$ cat src/rtl/ram_sdp_pkg.sv
// Shared types, default parameters and the byte-parity helper for the
// parametrised simple dual-port RAM. The parity helper is only used when the
// design is built with RAM_SDP_PARITY_EN defined.
package ram_sdp_pkg;

   // Controller states: INIT clears the array word by word, READY serves requests
   typedef enum logic {
      INIT,
      READY
   } state_t;

   localparam int DEFAULT_DATA_WIDTH = 16;
   localparam int DEFAULT_DEPTH      = 32;
   localparam int DEFAULT_RD_LAT     = 1;
   localparam int DEFAULT_RDW_MODE   = 0;

   // The parity helper works on a fixed maximum width; narrower words are
   // zero-padded, and the padding bytes always have a parity of zero
   localparam int PARITY_MAX_WIDTH = 512;
   localparam int PARITY_MAX_BYTES = PARITY_MAX_WIDTH / 8;

   // Even-parity bit per byte: bit k is the XOR of data[8k+7:8k]
   function automatic logic [PARITY_MAX_BYTES-1:0] byte_parity(
      input logic [PARITY_MAX_WIDTH-1:0] data
   );
      logic [PARITY_MAX_BYTES-1:0] par;
      par = '0;
      for (int k = 0; k < PARITY_MAX_BYTES; k++) begin
         par[k] = ^data[8*k +: 8];
      end
      return par;
   endfunction

endpackage

$ cat src/rtl/ram_sdp_param_if.sv
// Request/response bundle of the parametrised simple dual-port RAM.
// RAM_SDP_PARITY_EN adds wr_par_inj (error injection) and rd_err.
interface ram_sdp_param_if
   import ram_sdp_pkg::*;
#(
   parameter int DATA_WIDTH = DEFAULT_DATA_WIDTH,
   parameter int DEPTH      = DEFAULT_DEPTH
) ();

   localparam int ADDR_WIDTH = $clog2(DEPTH);
   localparam int NUM_BYTES  = DATA_WIDTH / 8;

   logic                  wr_enb;
   logic [ADDR_WIDTH-1:0] wr_addr;
   logic [DATA_WIDTH-1:0] wr_data;
   logic [NUM_BYTES-1:0]  wr_be;
   logic                  rd_enb;
   logic [ADDR_WIDTH-1:0] rd_addr;
   logic [DATA_WIDTH-1:0] rd_data;
   logic                  rd_valid;
   logic                  init_done;
`ifdef RAM_SDP_PARITY_EN
   logic                  wr_par_inj;
   logic                  rd_err;
`endif

   // Requester side
   modport master (
      output wr_enb, wr_addr, wr_data, wr_be, rd_enb, rd_addr,
`ifdef RAM_SDP_PARITY_EN
      output wr_par_inj,
      input  rd_err,
`endif
      input  rd_data, rd_valid, init_done
   );

   // RAM side
   modport slave (
      input  wr_enb, wr_addr, wr_data, wr_be, rd_enb, rd_addr,
`ifdef RAM_SDP_PARITY_EN
      input  wr_par_inj,
      output rd_err,
`endif
      output rd_data, rd_valid, init_done
   );

endinterface

$ cat src/rtl/ram_sdp_rd_pipe.sv
// Read-result pipeline: RD_LAT register stages carrying valid and data (and
// the parity error flag when RAM_SDP_PARITY_EN is defined). Data stages only
// load on a valid entry, so the output holds its last result between reads.
module ram_sdp_rd_pipe
   import ram_sdp_pkg::*;
#(
   parameter int DATA_WIDTH = DEFAULT_DATA_WIDTH,
   parameter int RD_LAT     = DEFAULT_RD_LAT
) (
   input  logic                  clk,
   input  logic                  rst,
`ifdef RAM_SDP_PARITY_EN
   input  logic                  err_i,
   output logic                  err_o,
`endif
   input  logic                  valid_i,
   input  logic [DATA_WIDTH-1:0] data_i,
   output logic                  valid_o,
   output logic [DATA_WIDTH-1:0] data_o
);

   logic [RD_LAT-1:0]     valid_q;
   logic [DATA_WIDTH-1:0] data_q [RD_LAT];
`ifdef RAM_SDP_PARITY_EN
   logic [RD_LAT-1:0]     err_q;
`endif

   // Shift results down the pipe; reset flushes every stage to zero
   always_ff @(posedge clk) begin
      if (!rst) begin
         valid_q <= '0;
         for (int s = 0; s < RD_LAT; s++) begin
            data_q[s] <= '0;
         end
`ifdef RAM_SDP_PARITY_EN
         err_q <= '0;
`endif
      end else begin
         valid_q[0] <= valid_i;
         if (valid_i) begin
            data_q[0] <= data_i;
`ifdef RAM_SDP_PARITY_EN
            err_q[0] <= err_i;
`endif
         end
         for (int s = 1; s < RD_LAT; s++) begin
            valid_q[s] <= valid_q[s-1];
            if (valid_q[s-1]) begin
               data_q[s] <= data_q[s-1];
`ifdef RAM_SDP_PARITY_EN
               err_q[s] <= err_q[s-1];
`endif
            end
         end
      end
   end

   assign valid_o = valid_q[RD_LAT-1];
   assign data_o  = data_q[RD_LAT-1];
`ifdef RAM_SDP_PARITY_EN
   assign err_o   = err_q[RD_LAT-1];
`endif

endmodule

$ cat src/rtl/ram_sdp_param.sv
// Parametrised simple dual-port synchronous RAM with per-byte write enables,
// selectable read-during-write policy and a counter-driven clear after reset.
// Define RAM_SDP_PARITY_EN to store an even-parity bit per byte, report
// mismatches on rd_err and allow parity error injection via wr_par_inj.
module ram_sdp_param
   import ram_sdp_pkg::*;
#(
   parameter int DATA_WIDTH = DEFAULT_DATA_WIDTH,
   parameter int DEPTH      = DEFAULT_DEPTH,
   parameter int RD_LAT     = DEFAULT_RD_LAT,
   parameter int RDW_MODE   = DEFAULT_RDW_MODE
) (
   input logic           clk,
   input logic           rst,
   ram_sdp_param_if.slave bus
);

   localparam int ADDR_WIDTH = $clog2(DEPTH);
   localparam int NUM_BYTES  = DATA_WIDTH / 8;
   localparam logic [ADDR_WIDTH-1:0] LAST_ADDR = ADDR_WIDTH'(DEPTH - 1);

   if ((DATA_WIDTH < 8) || (DATA_WIDTH % 8 != 0)) begin : g_bad_width
      $error("ram_sdp_param: DATA_WIDTH must be a positive multiple of 8");
   end
   if ((DEPTH < 2) || ((DEPTH & (DEPTH - 1)) != 0)) begin : g_bad_depth
      $error("ram_sdp_param: DEPTH must be a power of 2 and at least 2");
   end
   if ((RD_LAT != 1) && (RD_LAT != 2)) begin : g_bad_lat
      $error("ram_sdp_param: RD_LAT must be 1 or 2");
   end
   if ((RDW_MODE != 0) && (RDW_MODE != 1)) begin : g_bad_rdw
      $error("ram_sdp_param: RDW_MODE must be 0 or 1");
   end
`ifdef RAM_SDP_PARITY_EN
   if (DATA_WIDTH > PARITY_MAX_WIDTH) begin : g_bad_par_width
      $error("ram_sdp_param: DATA_WIDTH exceeds the parity helper width");
   end
`endif

   state_t                state_q, state_d;
   logic [ADDR_WIDTH-1:0] init_cnt_q, init_cnt_d;
   logic [DATA_WIDTH-1:0] mem_q [DEPTH];

   logic                  wr_fire;
   logic                  rd_fire;
   logic                  same_addr;
   logic [DATA_WIDTH-1:0] byte_mask;
   logic [DATA_WIDTH-1:0] wr_word;
   logic [DATA_WIDTH-1:0] rd_word;

   // Requests are only honoured once the clear sequence has finished
   assign wr_fire   = (state_q == READY) && bus.wr_enb;
   assign rd_fire   = (state_q == READY) && bus.rd_enb;
   assign same_addr = wr_fire && (bus.wr_addr == bus.rd_addr);
   assign bus.init_done = (state_q == READY);

   // Controller state and clear counter; reset restarts the clear from word 0
   always_ff @(posedge clk) begin
      if (!rst) begin
         state_q    <= INIT;
         init_cnt_q <= '0;
      end else begin
         state_q    <= state_d;
         init_cnt_q <= init_cnt_d;
      end
   end

   // Walk the counter over every word once, then hand over to READY
   always_comb begin
      state_d    = state_q;
      init_cnt_d = init_cnt_q;
      case (state_q)
         INIT: begin
            init_cnt_d = init_cnt_q + 1'b1;
            if (init_cnt_q == LAST_ADDR) begin
               state_d    = READY;
               init_cnt_d = '0;
            end
         end
         READY: begin
            state_d = READY;
         end
         default: begin
            state_d    = INIT;
            init_cnt_d = '0;
         end
      endcase
   end

   // Expand the byte enables into a bit mask for the write merge
   always_comb begin
      byte_mask = '0;
      for (int k = 0; k < NUM_BYTES; k++) begin
         byte_mask[8*k +: 8] = {8{bus.wr_be[k]}};
      end
   end

   // Merged word: new bytes where enabled, current contents elsewhere
   assign wr_word = (mem_q[bus.wr_addr] & ~byte_mask) | (bus.wr_data & byte_mask);

   // Read word captured at request time; write-through mode forwards the merge
   always_comb begin
      rd_word = mem_q[bus.rd_addr];
      if ((RDW_MODE == 1) && same_addr) begin
         rd_word = wr_word;
      end
   end

   // Storage: the clear sequence zeroes one word per cycle, READY writes merge
   always_ff @(posedge clk) begin
      if (rst) begin
         if (state_q == INIT) begin
            mem_q[init_cnt_q] <= '0;
         end else if (wr_fire) begin
            mem_q[bus.wr_addr] <= wr_word;
         end
      end
   end

`ifdef RAM_SDP_PARITY_EN
   logic [NUM_BYTES-1:0] par_q [DEPTH];
   logic [NUM_BYTES-1:0] wr_par_new;
   logic [NUM_BYTES-1:0] wr_par_word;
   logic [NUM_BYTES-1:0] rd_par_word;
   logic                 rd_err_word;

   // Parity of the incoming bytes, inverted on request to plant an error
   always_comb begin
      wr_par_new = '0;
      for (int k = 0; k < NUM_BYTES; k++) begin
         wr_par_new[k] = (^bus.wr_data[8*k +: 8]) ^ bus.wr_par_inj;
      end
   end

   assign wr_par_word = (par_q[bus.wr_addr] & ~bus.wr_be) | (wr_par_new & bus.wr_be);
   assign rd_par_word = ((RDW_MODE == 1) && same_addr) ? wr_par_word : par_q[bus.rd_addr];
   assign rd_err_word = |(byte_parity(PARITY_MAX_WIDTH'(rd_word)) ^ PARITY_MAX_BYTES'(rd_par_word));

   // Parity storage follows the data array; zero data has zero parity
   always_ff @(posedge clk) begin
      if (rst) begin
         if (state_q == INIT) begin
            par_q[init_cnt_q] <= '0;
         end else if (wr_fire) begin
            par_q[bus.wr_addr] <= wr_par_word;
         end
      end
   end
`endif

   ram_sdp_rd_pipe #(
      .DATA_WIDTH (DATA_WIDTH),
      .RD_LAT     (RD_LAT)
   ) u_rd_pipe (
      .clk     (clk),
      .rst     (rst),
`ifdef RAM_SDP_PARITY_EN
      .err_i   (rd_err_word),
      .err_o   (bus.rd_err),
`endif
      .valid_i (rd_fire),
      .data_i  (rd_word),
      .valid_o (bus.rd_valid),
      .data_o  (bus.rd_data)
   );

endmodule

$ cat src/flat_wrapper.sv
// flat-port wrapper written by rule: the top's interface ports become plain ports
module ram_sdp_param_flat import ram_sdp_pkg::*;
#(
   parameter int DATA_WIDTH = DEFAULT_DATA_WIDTH,
   parameter int DEPTH      = DEFAULT_DEPTH,
   parameter int RD_LAT     = DEFAULT_RD_LAT,
   parameter int RDW_MODE   = DEFAULT_RDW_MODE
)
  (clk, rst, bus_wr_enb, bus_wr_addr, bus_wr_data, bus_wr_be, bus_rd_enb, bus_rd_addr, bus_rd_data, bus_rd_valid, bus_init_done);
  ram_sdp_param_if #(.DATA_WIDTH(DATA_WIDTH), .DEPTH(DEPTH)) bus_i ();
  input logic clk;
  input logic rst;
  input wire logic [$bits(bus_i.wr_enb)-1:0] bus_wr_enb;
  input wire logic [$bits(bus_i.wr_addr)-1:0] bus_wr_addr;
  input wire logic [$bits(bus_i.wr_data)-1:0] bus_wr_data;
  input wire logic [$bits(bus_i.wr_be)-1:0] bus_wr_be;
  input wire logic [$bits(bus_i.rd_enb)-1:0] bus_rd_enb;
  input wire logic [$bits(bus_i.rd_addr)-1:0] bus_rd_addr;
  output wire logic [$bits(bus_i.rd_data)-1:0] bus_rd_data;
  output wire logic [$bits(bus_i.rd_valid)-1:0] bus_rd_valid;
  output wire logic [$bits(bus_i.init_done)-1:0] bus_init_done;
  assign bus_i.wr_enb = bus_wr_enb;
  assign bus_i.wr_addr = bus_wr_addr;
  assign bus_i.wr_data = bus_wr_data;
  assign bus_i.wr_be = bus_wr_be;
  assign bus_i.rd_enb = bus_rd_enb;
  assign bus_i.rd_addr = bus_rd_addr;
  assign bus_rd_data = bus_i.rd_data;
  assign bus_rd_valid = bus_i.rd_valid;
  assign bus_init_done = bus_i.init_done;
  ram_sdp_param #(.DATA_WIDTH(DATA_WIDTH), .DEPTH(DEPTH), .RD_LAT(RD_LAT), .RDW_MODE(RDW_MODE)) u_core (.clk(clk), .rst(rst), .bus(bus_i));
endmodule
$ cat config.mk
export PLATFORM = sky130hd
export DESIGN_NAME = ram_sdp_param_flat
export DESIGN_NICKNAME = d
export VERILOG_FILES = /design/src/rtl/ram_sdp_pkg.sv /design/src/rtl/ram_sdp_param_if.sv /design/src/rtl/ram_sdp_rd_pipe.sv /design/src/rtl/ram_sdp_param.sv /design/src/flat_wrapper.sv
export SDC_FILE = /design/constraint.sdc
export NUM_CORES = 1
export LEC_CHECK = 0
export ABC_AREA = 1
export BUFFER_PORTS_ARGS = -buffer_cell sky130_fd_sc_hd__buf_2
export CAP_MARGIN = 5
export CELL_PAD_IN_SITES_DETAIL_PLACEMENT = 0
export CELL_PAD_IN_SITES_GLOBAL_PLACEMENT = 1
export CORE_UTILIZATION = 53
export DETAILED_ROUTE_END_ITERATION = 6
export PLACE_DENSITY = 0.93
export RECOVER_POWER = 100
export SLEW_MARGIN = 20
export SYNTH_ARGS = -nofsm -noshare
export SYNTH_HDL_FRONTEND = slang
export SYNTH_SLANG_ARGS = --single-unit
$ cat constraint.sdc
create_clock -name clk -period 3.65 [get_ports clk]
set_input_delay 0.1825 -clock clk [delete_from_list [all_inputs] [get_ports clk]]
set_output_delay 0.1825 -clock clk [all_outputs]
set_load 0.02 [all_outputs]
# After elaboration in Yosys (flattened, before gate mapping)
# Memory sizes are Yosys's and may differ from the RTL's.
# Cells that the tools add are included.
# Widths: inputs -> output; s select.
[totals]
ff_bits = 7
latchBits = 0
ramBits = 528
mem_bits_ro = 0
out_inout_bits = 18
mem_count = 2
[mem_list]
columns = ["memory", "depth", "width", "rd", "rd_ports_with_merged_regs", "write_ports", "line_no", "rtl"]
rows = [
  ["u_core.mem_q", 32, 16, 2, 0, 1, "ram_sdp_param.sv:42", "logic [DATA_WIDTH-1:0] mem_q [DEPTH];"],
  ["u_core.u_rd_pipe.data_q", 1, 16, 1, 0, 1, "ram_sdp_rd_pipe.sv:23", "logic [DATA_WIDTH-1:0] data_q [RD_LAT];"],
]
[classes]
add_sub_neg = 1
n_mul = 0
div = 0
order_cmp = 0
eq_ne = 1
shift = 0
mux = 19
bitwise_logic = 5
n_reduce_logical = 4
[ops]
columns = ["op", "count"]
rows = [
  ["$and 16x16->16", 2],
  ["$mux 16", 2],
  ["$reduce_or 16->1", 2],
  ["$not 16->16", 1],
  ["$or 16x16->16", 1],
  ["$mux 1", 14],
  ["$mux 5", 2],
  ["$add 5x1->5 const B", 1],
  ["$eq 5x5->1 const B", 1],
  ["$logic_and 1x1->1", 2],
  ["$pmux 1 s2", 1],
  ["$not 1->1", 1],
]

# Logic depth before layout (Yosys ltp)
[logic_depth]
depth_word = 7
mapped_depth = 14
depth_no_buf = 10

# Cells and area by module
# A second synthesis with hierarchy kept.
[unflattened]
cells_unflattened = 3240
hier_area_um2 = 27880.5
[modules_own_cells]
columns = ["module", "n_inst", "cells_each", "area_per_inst_um2", "seq_area_each_um2"]
rows = [
  ["ram_sdp_param", 1, 3186, 27231.1, 15494.9],
  ["ram_sdp_rd_pipe", 1, 54, 649.4, 500.5],
]

# Worst setup path before layout
# Ideal clock, no wire load.
[synth_timing]
path_kind = "reg2reg"
startpoint = "register u_core.state_q, in the netlist u_core.bus.init_done"
endpoint = "memory u_core.mem_q[12][0] (netlist name), enable pin"
setup_time_ns = 0.388
arrival_ns = 2.123
t_required_ns = 3.262
path_slack_ns = 1.139
path_stages_with_launch = 10
path_buffers = 1
path_cell_list = "dfxtp_1 > nand2_2 > nor2_4 > inv_2 > buf_6 > o21ai_2 > inv_2 > nor2_4 > nand2_2 > nor2_1"
[synth_between]
elab_chain_cells = 7
elab_cells_between_ends = 11
cone_classes = "mux: 9; reduce/logical: 2"
[synth_rtl]
columns = ["element", "line_no", "rtl"]
rows = [
  ["start, declared", "ram_sdp_param.sv:40", "state_t state_q, state_d;"],
  ["start signal, assigned", "ram_sdp_param.sv:63", "state_q <= state_d;"],
  ["$logic_and 1x1->1", "ram_sdp_param.sv:52", "assign wr_fire = (state_q == READY) && bus.wr_enb;"],
  ["$mux 1", "ram_sdp_param.sv:114", "end else if (wr_fire) begin"],
  ["$mux 1", "ram_sdp_param.sv:112", "if (state_q == INIT) begin"],
  ["$mux 1", "ram_sdp_param.sv:111", "if (rst) begin"],
  ["$mux 1 (implied by the code)", "ram_sdp_param.sv:115", "mem_q[bus.wr_addr] <= wr_word;"],
  ["$reduce_or 16->1 (no line)", "n/a", ""],
  ["$mux 5 (no line) / $mux 1 (equally long branches)", "n/a", ""],
  ["end, declared", "ram_sdp_param.sv:42", ""],
]
# Parallel ways exist; a longest one is shown, timed or not.

# Final worst setup path
[layout_timing]
startpoint = "input bus_wr_addr[0]"
endpoint = "memory u_core.mem_q[25][10] (netlist name), data pin"
[layout_between]
elab_chain_cells = 4
[layout_rtl]
columns = ["element", "line_no", "rtl"]
rows = [
  ["start, declared", "flat_wrapper.sv:14", "input wire logic [$bits(bus_i.wr_addr)-1:0] bus_wr_addr;"],
  ["$mem_v2 32x16", "n/a", ""],
  ["$and 16x16->16", "ram_sdp_param.sv:99", "assign wr_word = (mem_q[bus.wr_addr] & ~byte_mask) | (bus.wr_data & byte_mask);"],
  ["$or 16x16->16", "ram_sdp_param.sv:99", ""],
  ["$mux 16 (no line)", "n/a", ""],
]
# Every way passes these cells.

==> results.yml <==
run_status:
  outcome: "finished, violations left"
  violations: "design-rule violations, max-capacitance violations, max-slew violations"
global_route:
  grtUsageTotal_pct: 32.37
  grt_first_pass_wirelength_um: 129700
  antenna_found_initial: 0
  grt_max_degree: 130
  first_global_vias: 22280
  grt.overflow.total: 0
sta:
  slew_headroom_pct: -3.341
  post-route-min-period_ns: 3.286
  holdWs_ns: 0.2429
  tightest_slew_ns: 1.550
  min_period_over_period_pct: 90.03
  drv_slew: 69
  finalHoldViolations: 0
  finalSetupTns_ns: 0
  finClkSkew_ns: 0.01161
  setup_violations: 0
  timing.fmax_ghz: 0.3043
  grt_setup_unrepaired: "no"
worst_setup_path:
  crit_path_end_kind: "flop"
  worst-path-buf-inv: 7
  rrSetupSlack_ns: 0.47
  cp_top_family: "buffers and inverters"
  cpMaxStageDelayCell: "clkbuf_2"
  cpPeakStageDelay_ns: 1.20
  r2r_start: "u_core.bus.init_done$_SDFF_PN0_"
  critPathRequiredTime_ns: 3.99
  r2r-end: "u_core.mem_q[8][9]$_DFFE_PP_"
  worstPathArrival_ns: 3.63
  worst_path_most_repeated_cell: "nand2_1"
  reg2reg_depth: 7
  worstSetupPathType: "in -> reg"
  path_cells: "buf_8, clkbuf_2, buf_12, clkbuf_1, clkbuf_1, o21ai_0, nand2_1, nand3_1, nand3_1, nand2_1, nand2_1, nand3_1, nand2_1, inv_1, buf_4"
  crit_path_max_fanout: 69
  cp-start-kind: "primary input"
drt:
  drtIter0Drc: 3143
  drc_errors: 4
  via_per_inst: 6.108
  vias: 23370
  routed_wl_um: 86720
  drtAntennaViolNets: 0
  wl_per_cell_um: 22.67
  firstDrtPassIters: 7
floorplan:
  die_x_um: 230.8
  core.rowCount: 83
  core_sq_um: 51510
  dieArea_sq_um: 53280
  io_pins: 50
  start_util_pct: 53.88
  die_h_um: 230.8
flow_run:
  drv_cap: 1
synth:
  synth_compound_area_share_pct: 12.59
  yosysWarnings: 0
  synth_area_sq_um: 27750
  seq_area_frac_synth_pct: 57.63
  yosys.area.top_type_share_pct: 57.13
  synth_area_per_cell_sq_um: 8.927
  synth_top_area_cell: "edfxtp_1"
  yosysMostFrequentCell: "nand2_1"
  synth_top_family_by_area: "simple AND/OR/NAND/NOR gates"
  synthAdderAreaFrac_pct: 0.09016
  synth_common_cells: "nand2_1, edfxtp_1, nand3_1, o21ai_0, inv_1"
  synth_xor_xnor_area_share_pct: 0.03156
  syn_nets: 3143
  netlist_instances: 3109
  synth_top_flop_cell: "edfxtp_1"
  synthTopCellsByArea: "edfxtp_1, nand2_1, nand3_1, o21ai_0, inv_1"
  synthDistinctLibCells: 32
  synth_edf_count: 528
  async_flop_share_pct: 0
  synth_mux_area_share_pct: 0
  ys_seq_elements: 535
  synth_simple_gate_area_share_pct: 19.99
final_layout:
  layout.nets: 3136
  seqCellArea_sq_um: 16000
  final_cells: 3826
  multi_input_area_sq_um: 9126
  areaGrowthSynthToFinish_pct: 8.917
  antenna_cells: 0
  drive_above_1_share_pct: 7.724
  fillers: 4396
worst_hold_path:
  hold_path.startpoint: "bus_wr_data[13]"
  min_to: "u_core.mem_q[31][13]$_DFFE_PP_"
  hold_path.class: "in -> reg"
  hold_path_depth: 3
place:
  dp_cells: 3723
  dp_hpwl_um: 48760
  gp_congestion: 0.9034
  io_buffers: 49
clocking:
  cts_tree: "done"
  cts_root_buf: "clkbuf_16"
  clock_latency_ns: 0.61
  clockBufferDepth: 3
  cts_setup_buffers: 0
  clk_pin_slew_ns: 0.06
  htreeDepth: 2
  cts.sinks: 535
  numCtsBuffers: 56
power:
  powerDensity_nw_per_um2: 437.0
  cellLeakagePower_nw: 12.07
  peakVddDrop_uv: 402.7
## where the power goes
group / leakage, nW / switching [mW] / internal, mW / total (mW)
combinational: 6.09 / 0.861 / 0.347 / 1.21
sequential: 5.16 / 0.0177 / 6.70 / 6.72
clock: 0.821 / 2.33 / 2.96 / 5.28
total: 12.1 / 3.21 / 10.0 / 13.2
## layout by cell type, fill, tap and decap left out, types with 36 or more instances in the layout
master / Yosys / routed
nor2_1: 156 / 129
inv_1: 349 / 347
buf_4: 10 / 45
a21oi_1: 238 / 242
o21ai_0: 368 / 372
nand3_1: 456 / 456
edfxtp_1: 528 / 528
nand2_1: 695 / 696
o21ai_1: 40 / 36
clkbuf_1: 63 / 50
clkbuf_16: 0 / 57
## timing repair
item,in CTS,in global routing
hold buffers,1,0
hold endpoints to repair,10,0
resized for setup,0,0
## sequential cells by signal (all words and copies together), names as in the netlist
register / flops
u_core.mem_q: 512
u_core.init_cnt_q: 5
u_core.u_rd_pipe.valid_o: 1
u_core.u_rd_pipe.data_q: 16
u_core.bus.init_done: 1
## worst register-to-register path: stages (launching register included)
cell and delay (ns):
dfxtp_1 0.48, nand2_1 0.19, nor2_4 0.29, inv_2 0.25, o21ai_0 0.32, nand3_1 0.44
nor2_2 0.21, clkbuf_2 0.60
## kinds of logic (layout without fill, tap and decap cells)
group / count (synthesis) / count (layout)
and+or+nand+nor: 1317 / 1317
AOI/OAI and AO/OA: 677 / 677
buffers and inverters: 577 / 614
DFF: 535 / 535
adders and majority gates: 2 / 2
xor gates and xnor gates: 1 / 1
## cell type report
type	count	area share [%]
sequential	535	52.91
multi-input combinational	1997	30.19
clock buffer	76	5.021
inverter	357	4.458
timing repair buffer	155	4.127
tap	680	2.815
clock inverter	26	0.4760
## stage by stage
| stage | area (sq um) | total power, mW | util, % | setup WS [ns] |
|---|---|---|---|---|
| after floorplan | 27750 | 7.657 | - | 1.139 |
| after global placement | 28750 | 8.000 | 55.82 | 0.7113 |
| after detailed placement | 28750 | 8.022 | 55.82 | 0.6404 |
| after CTS | 30420 | 13.22 | 59.07 | 0.6294 |
| after global routing | 30230 | 13.57 | 58.69 | 0.1982 |
| final | 30230 | 13.21 | 58.69 | 0.3638 |
## how the worst max path moves through the flow
stage / from / to / slack, ns / cells past startpoint
6_report: bus_wr_addr[0] / u_core.mem_q[25][10]$_DFFE_PP_ / 0.36 / 15
5_1_grt: bus_wr_addr[0] / u_core.mem_q[7][2]$_DFFE_PP_ / 0.20 / 13
4_1_cts: u_core.bus.init_done$_SDFF_PN0_ / u_core.mem_q[10][9]$_DFFE_PP_ / 0.63 / 7
3_5_place_dp: u_core.bus.init_done$_SDFF_PN0_ / u_core.mem_q[10][9]$_DFFE_PP_ / 0.64 / 7
3_3_place_gp: u_core.bus.init_done$_SDFF_PN0_ / u_core.mem_q[11][8]$_DFFE_PP_ / 0.71 / 9
2_1_floorplan: u_core.bus.init_done$_SDFF_PN0_ / u_core.mem_q[12][0]$_DFFE_PP_ / 1.14 / 9
## layer usage
| metal | wire length [um] | GRT usage, % | vias up |
|---|---|---|---|
| met5 | 0 | 0 | - |
| met4 | 4300 | 16.70 | 0 |
| met3 | 10760 | 5.793 | 295 |
| met2 | 39360 | 50.75 | 1626 |
| met1 | 32300 | 43.14 | 10910 |
| li1 | - | - | 10540 |
Note: power is estimated with default switching activity, not from simulation.
